File: src/rtl/johnson_pkg.sv
// Shared definitions for the Johnson counter phase monitor: legal ring codes,
// monitor state encoding and phase arithmetic.
package johnson_pkg;

  localparam int PHASE_W = 3;

  localparam logic [3:0] CODE_P0 = 4'b0000;
  localparam logic [3:0] CODE_P1 = 4'b1000;
  localparam logic [3:0] CODE_P2 = 4'b1100;
  localparam logic [3:0] CODE_P3 = 4'b1110;
  localparam logic [3:0] CODE_P4 = 4'b1111;
  localparam logic [3:0] CODE_P5 = 4'b0111;
  localparam logic [3:0] CODE_P6 = 4'b0011;
  localparam logic [3:0] CODE_P7 = 4'b0001;

  typedef enum logic [1:0] {
    UNLOCKED = 2'd0,
    LOCKED   = 2'd1,
    RESYNC   = 2'd2
  } mon_state_e;

  function automatic logic [PHASE_W-1:0] next_phase(input logic [PHASE_W-1:0] p);
    return p + 1'b1;
  endfunction

endpackage

File: src/rtl/johnson_decode.sv
// Combinational decode of a sampled {Q1,Q2,Q3,Q4} ring code into phase,
// one-hot phase and a legality flag.
module johnson_decode
  import johnson_pkg::*;
(
  input  logic [3:0]         code,
  output logic [PHASE_W-1:0] phase,
  output logic [7:0]         phase_oh,
  output logic               valid
);

  always_comb begin
    valid    = 1'b1;
    phase    = '0;
    phase_oh = '0;
    case (code)
      CODE_P0: phase = 3'd0;
      CODE_P1: phase = 3'd1;
      CODE_P2: phase = 3'd2;
      CODE_P3: phase = 3'd3;
      CODE_P4: phase = 3'd4;
      CODE_P5: phase = 3'd5;
      CODE_P6: phase = 3'd6;
      CODE_P7: phase = 3'd7;
      default: valid = 1'b0;
    endcase
    if (valid) phase_oh[phase] = 1'b1;
  end

endmodule

File: src/rtl/johnson_phase_monitor.sv
// Samples a 4-bit Johnson ring, checks every step against the legal successor,
// locks onto a clean sequence and requests a counter clear when it is lost.
module johnson_phase_monitor
  import johnson_pkg::*;
#(
  parameter int LOCK_CNT   = 4,
  parameter int RESYNC_LEN = 2,
  parameter int CNT_W      = 8
) (
  input  logic               clk,
  input  logic               rst,
  input  logic               q1,
  input  logic               q2,
  input  logic               q3,
  input  logic               q4,
  input  logic               clr_err,
  output logic [PHASE_W-1:0] phase,
  output logic [7:0]         phase_oh,
  output logic               valid,
  output logic               locked,
  output logic               err,
  output logic [CNT_W-1:0]   err_cnt,
  output logic [CNT_W-1:0]   cycle_cnt,
  output logic               resync_n
);

  localparam logic [3:0]       LOCK_LAST = 4'(LOCK_CNT - 1);
  localparam logic [3:0]       RS_LAST   = 4'(RESYNC_LEN - 1);
  localparam logic [CNT_W-1:0] CNT_ONE   = CNT_W'(1);

  logic [3:0]         cur;
  logic [3:0]         prev;
  logic               first;
  logic [3:0]         run;
  logic [3:0]         rs_cnt;
  mon_state_e         state;

  logic [PHASE_W-1:0] prev_phase;
  logic [7:0]         prev_oh;
  logic               prev_valid;
  logic               step_ok;
  logic               wrap;
  logic               err_evt;

  johnson_decode u_dec_cur (
    .code     (cur),
    .phase    (phase),
    .phase_oh (phase_oh),
    .valid    (valid)
  );

  johnson_decode u_dec_prev (
    .code     (prev),
    .phase    (prev_phase),
    .phase_oh (prev_oh),
    .valid    (prev_valid)
  );

  // A held code fails the successor test, so stalls are illegal steps too.
  always_comb begin
    step_ok = prev_valid && valid && (phase == next_phase(prev_phase));
    wrap    = step_ok && (prev_oh == 8'h80);
    err_evt = (state == LOCKED) && !step_ok;
  end

  always_ff @(posedge clk or posedge rst) begin
    if (rst) begin
      cur       <= '0;
      prev      <= '0;
      first     <= 1'b1;
      run       <= '0;
      rs_cnt    <= '0;
      state     <= UNLOCKED;
      locked    <= 1'b0;
      err       <= 1'b0;
      err_cnt   <= '0;
      cycle_cnt <= '0;
      resync_n  <= 1'b1;
    end else begin
      cur   <= {q1, q2, q3, q4};
      prev  <= cur;
      first <= 1'b0;

      // An error in the same cycle as clr_err restarts the count at one.
      if (err_evt) begin
        err <= 1'b1;
        if (clr_err)           err_cnt <= CNT_ONE;
        else if (err_cnt != '1) err_cnt <= err_cnt + 1'b1;
      end else if (clr_err) begin
        err     <= 1'b0;
        err_cnt <= '0;
      end

      case (state)
        UNLOCKED: begin
          if (!first) begin
            if (!step_ok) begin
              run <= '0;
            end else if (run == LOCK_LAST) begin
              run    <= '0;
              state  <= LOCKED;
              locked <= 1'b1;
            end else begin
              run <= run + 1'b1;
            end
          end
        end
        LOCKED: begin
          if (!step_ok) begin
            state    <= RESYNC;
            locked   <= 1'b0;
            resync_n <= 1'b0;
            rs_cnt   <= '0;
          end else if (wrap) begin
            cycle_cnt <= cycle_cnt + 1'b1;
          end
        end
        RESYNC: begin
          if (rs_cnt == RS_LAST) begin
            state    <= UNLOCKED;
            resync_n <= 1'b1;
            first    <= 1'b1;
            run      <= '0;
          end else begin
            rs_cnt <= rs_cnt + 1'b1;
          end
        end
        default: begin
          state    <= UNLOCKED;
          locked   <= 1'b0;
          resync_n <= 1'b1;
          run      <= '0;
        end
      endcase
    end
  end

endmodule

File: config.mk
export PLATFORM = sky130hd
export DESIGN_NAME = johnson_phase_monitor
export DESIGN_NICKNAME = d
export VERILOG_FILES = /design/src/rtl/johnson_pkg.sv /design/src/rtl/johnson_decode.sv /design/src/rtl/johnson_phase_monitor.sv
export SDC_FILE = /design/constraint.sdc
export NUM_CORES = 1
export LEC_CHECK = 0
export BUFFER_PORTS_ARGS = -buffer_cell sky130_fd_sc_hd__clkbuf_2
export CORE_MARGIN = 2
export CORE_UTILIZATION = 50
export CTS_BUF_LIST = sky130_fd_sc_hd__clkbuf_16
export CTS_CLUSTER_DIAMETER = 120
export DETAILED_ROUTE_END_ITERATION = 12
export PLACE_DENSITY = 0.74
export SYNTH_ARGS = -nofsm -noshare
export SYNTH_HDL_FRONTEND = slang
export SYNTH_HIERARCHICAL = 1
export SYNTH_SLANG_ARGS = --single-unit
File: constraint.sdc
create_clock -name clk -period 6.2 [get_ports clk]
set_clock_uncertainty 0.1 [all_clocks]
set_input_delay 0.93 -clock clk [delete_from_list [all_inputs] [get_ports clk]]
set_output_delay 0.93 -clock clk [all_outputs]
set_load 0.005 [all_outputs]
==> results.toml <==
[status]
status = "finished clean"

[critical_path]
crit_type = "register to register"
worst_setup_path_start_kind = "register"
worstPathMaxFanout = 10
cpMaxStageDelayCell = "or4_1"
cp_cell_sequence = "or2_1 -> a21oi_1 -> ha_1 -> xor3_1 -> or4_1 -> nor2_1 -> mux2_1"
cp_slowest_stage_delay_ns = 0.60
arrival_ns = 3.12
end_kind = "register"
crit_required_ns = 6.26

[clock_network]
cts_resized = 0
clk_latency_ns = 0.28
postCtsHoldBufs = 0
clock_sinks = 38
numCtsBuffers = 5
cts_root_buf = "clkbuf_16"
postCtsSetupBuffers = 0
ctsLongestPathBuffers = 2
cts_tree = "built"
htree_levels = 2
clk_pin_slew_ns = 0.06

[detailed_routing]
highest_layer = "met4"
drt-initial-drc-count = 152
wire_per_inst_um = 13.52
postRouteAntennaNets = 0
drtPass1Iterations = 4
wl_met1_mm = 1.971
wl_met3_um = 154
wl_mm = 4.110
num_vias = 1708
drc = 0
routed-wl-met2_mm = 1.921
via_per_inst = 5.618

[floorplanning]
coreArea_um2 = 4029
start_util_pct = 52.67
die_area_um2 = 4781
die_h_um = 69.15
io_pins = 38
num_rows = 23
dieWidth_um = 69.15

[global_route]
grt_pass1_vias = 1532
grt.overflow.total = 0
grt_usage_pct = 18.42
grt_pass1_wl_mm = 7.072
antenna_found_initial = 0
grt_start_max_net_pins = 39

[sta]
period_share_pct = 49.33
holdWs_ns = 0.3630
timing.final.ws_setup_ns = 3.141
rsz0062_at_grt = "no"
worst_slew_pin_slew_ns = 0.6140
fin_crit_ns = 3.059
drv_slew = 0
fmax_mhz = 326.9
slew_headroom_pct = 58.91
final_hold_viol_count = 0
finalSetupViolations = 0
fin_tns_setup_ns = 0

[yosys]
syn_inst = 221
synth_top_area_share_pct = 42.45
yosys_most_used_dff = "dfrtp_1"
syn-cell-area_um2 = 2122
yosys.cell_types.count = 46
synth_edf_count = 0
ys_seq_area_share_pct = 44.93
synth_top_area_cell = "dfrtp_1"
yosysWarnings = 6
synthTopCellsByArea = "dfrtp_1, xor2_1, ha_1"
async_reset_ff_share_pct = 100.0
syn_nets = 234
ys_seq_elements = 38
syn_avg_cell_area_um2 = 9.602

[final_layout]
antenna_cells = 0
drive_above_1_share_pct = 21.26
multi_input_area_um2 = 1051
seqCellArea_um2 = 953.4
layout_commonest_cell = "clkbuf_2"
finalNonFillerCells = 304
most-common-layout-cells = "clkbuf_2, dfrtp_1, nand2_1, nor2_1, nand3_1"
n_fill_cell = 360
syn_to_final_growth_pct = 17.34
design_area_um2 = 2490
fin_nets = 266

[min_path]
hp-class = "register to register"

[power_and_ir_drop]
p_leak_nw = 1.131
peakVddDrop_v = 0.0001267
powerDensity_nw_per_um2 = 248.5

[placed_design]
gp_congestion = 0.7482
pre_cts_ws_ns = 3.171
placed_cells = 296
placed_area_um2 = 2301
port_buffers = 37
dpl.hpwl_mm = 2.788

[flow_run]
maxCapViolations = 0
==> worst max-delay path, delay by kind of cell, from the launching register on <==
family | cells | cell delay (ns)
adders and majority gates | 1 | 0.18
muxes | 1 | 0.34
and+or+nand+nor | 3 | 1.15
xor gates and xnor gates | 1 | 0.46
DFF | 1 | 0.47
AOI/OAI and AO/OA | 1 | 0.22
==> metrics by stage <==
stage	utilization [%]	power, mW
after floorplan	-	0.2918
after global placement	57.11	0.2994
after detailed placement	57.11	0.3001
after CTS	61.80	0.6242
after global routing	61.80	0.6408
final	61.80	0.6187
==> flip-flops by register name, indices dropped and copies added (netlist names) <==
register / cells
cur: 4
cycle_cnt: 8
err: 1
err_cnt: 8
first: 1
locked: 1
prev: 4
resync_n: 1
rs_cnt: 4
run: 4
state: 2
==> power breakdown <==
group          internal (mW)  switching [mW]  total, mW
clock network          0.229          0.0945      0.323
logic                 0.0148          0.0215     0.0363
registers              0.251         0.00780      0.259
==> cell usage after synthesis (4+ instances only) <==
library cell,count
nor2_1,14
or4_1,4
nand2_1,19
nor2b_1,7
o31ai_1,4
nor3_1,11
nor4b_1,4
nor3b_1,4
ha_1,6
clkbuf_1,5
a21oi_1,9
dfrtp_1,36
nand3_1,13
xor2_1,10
buf_2,4
o21ai_0,10
nor4_1,8
inv_1,9
==> path summary, 6_finish.rpt <==
path | from | to | slack, ns | cells past startpoint
worst min-delay path | cycle_cnt[7] | cycle_cnt[7] | 0.36 | 1
max in group asynchronous | rst | first | 5.01 | 3
worst max register to register | prev[2] | cycle_cnt[1] | 3.14 | 7
worst max-delay path | prev[2] | cycle_cnt[1] | 3.14 | 7
min in group asynchronous | rst | cur[2] | 0.63 | 3
worst min register to register | cycle_cnt[7] | cycle_cnt[7] | 0.36 | 1
==> logic make-up (layout without fill, tap and decap cells) <==
| group | Yosys count | count (layout) | synth area share (%) |
|---|---|---|---|
| AND/OR/NAND/NOR | 100 | 100 | 26.30 |
| multiplexers | 2 | 2 | 1.061 |
| buffers and inverters | 23 | 56 | 5.542 |
| adder cells (fa/ha/maj) | 6 | 6 | 3.538 |
| XOR/XNOR | 14 | 14 | 6.486 |
| flip-flops | 38 | 38 | 44.93 |
| AO/OA/AOI/OAI | 38 | 38 | 12.15 |
==> cell type report <==
cell class | count | area share [%]
multi-input combinational | 160 | 42.21
clock inverter | 3 | 2.563
inverter | 9 | 1.357
clock buffer | 5 | 5.025
timing repair buffer | 39 | 8.040
tap | 50 | 2.513
sequential | 38 | 38.29
==> layer usage <==
metal / global-route usage (%) / up-vias
met5: 0 / -
met4: 6.972 / 0
met3: 5.702 / 6
met2: 27.78 / 27
met1: 24.95 / 810
li1: - / 865
Power figures use the tool's default switching activity.
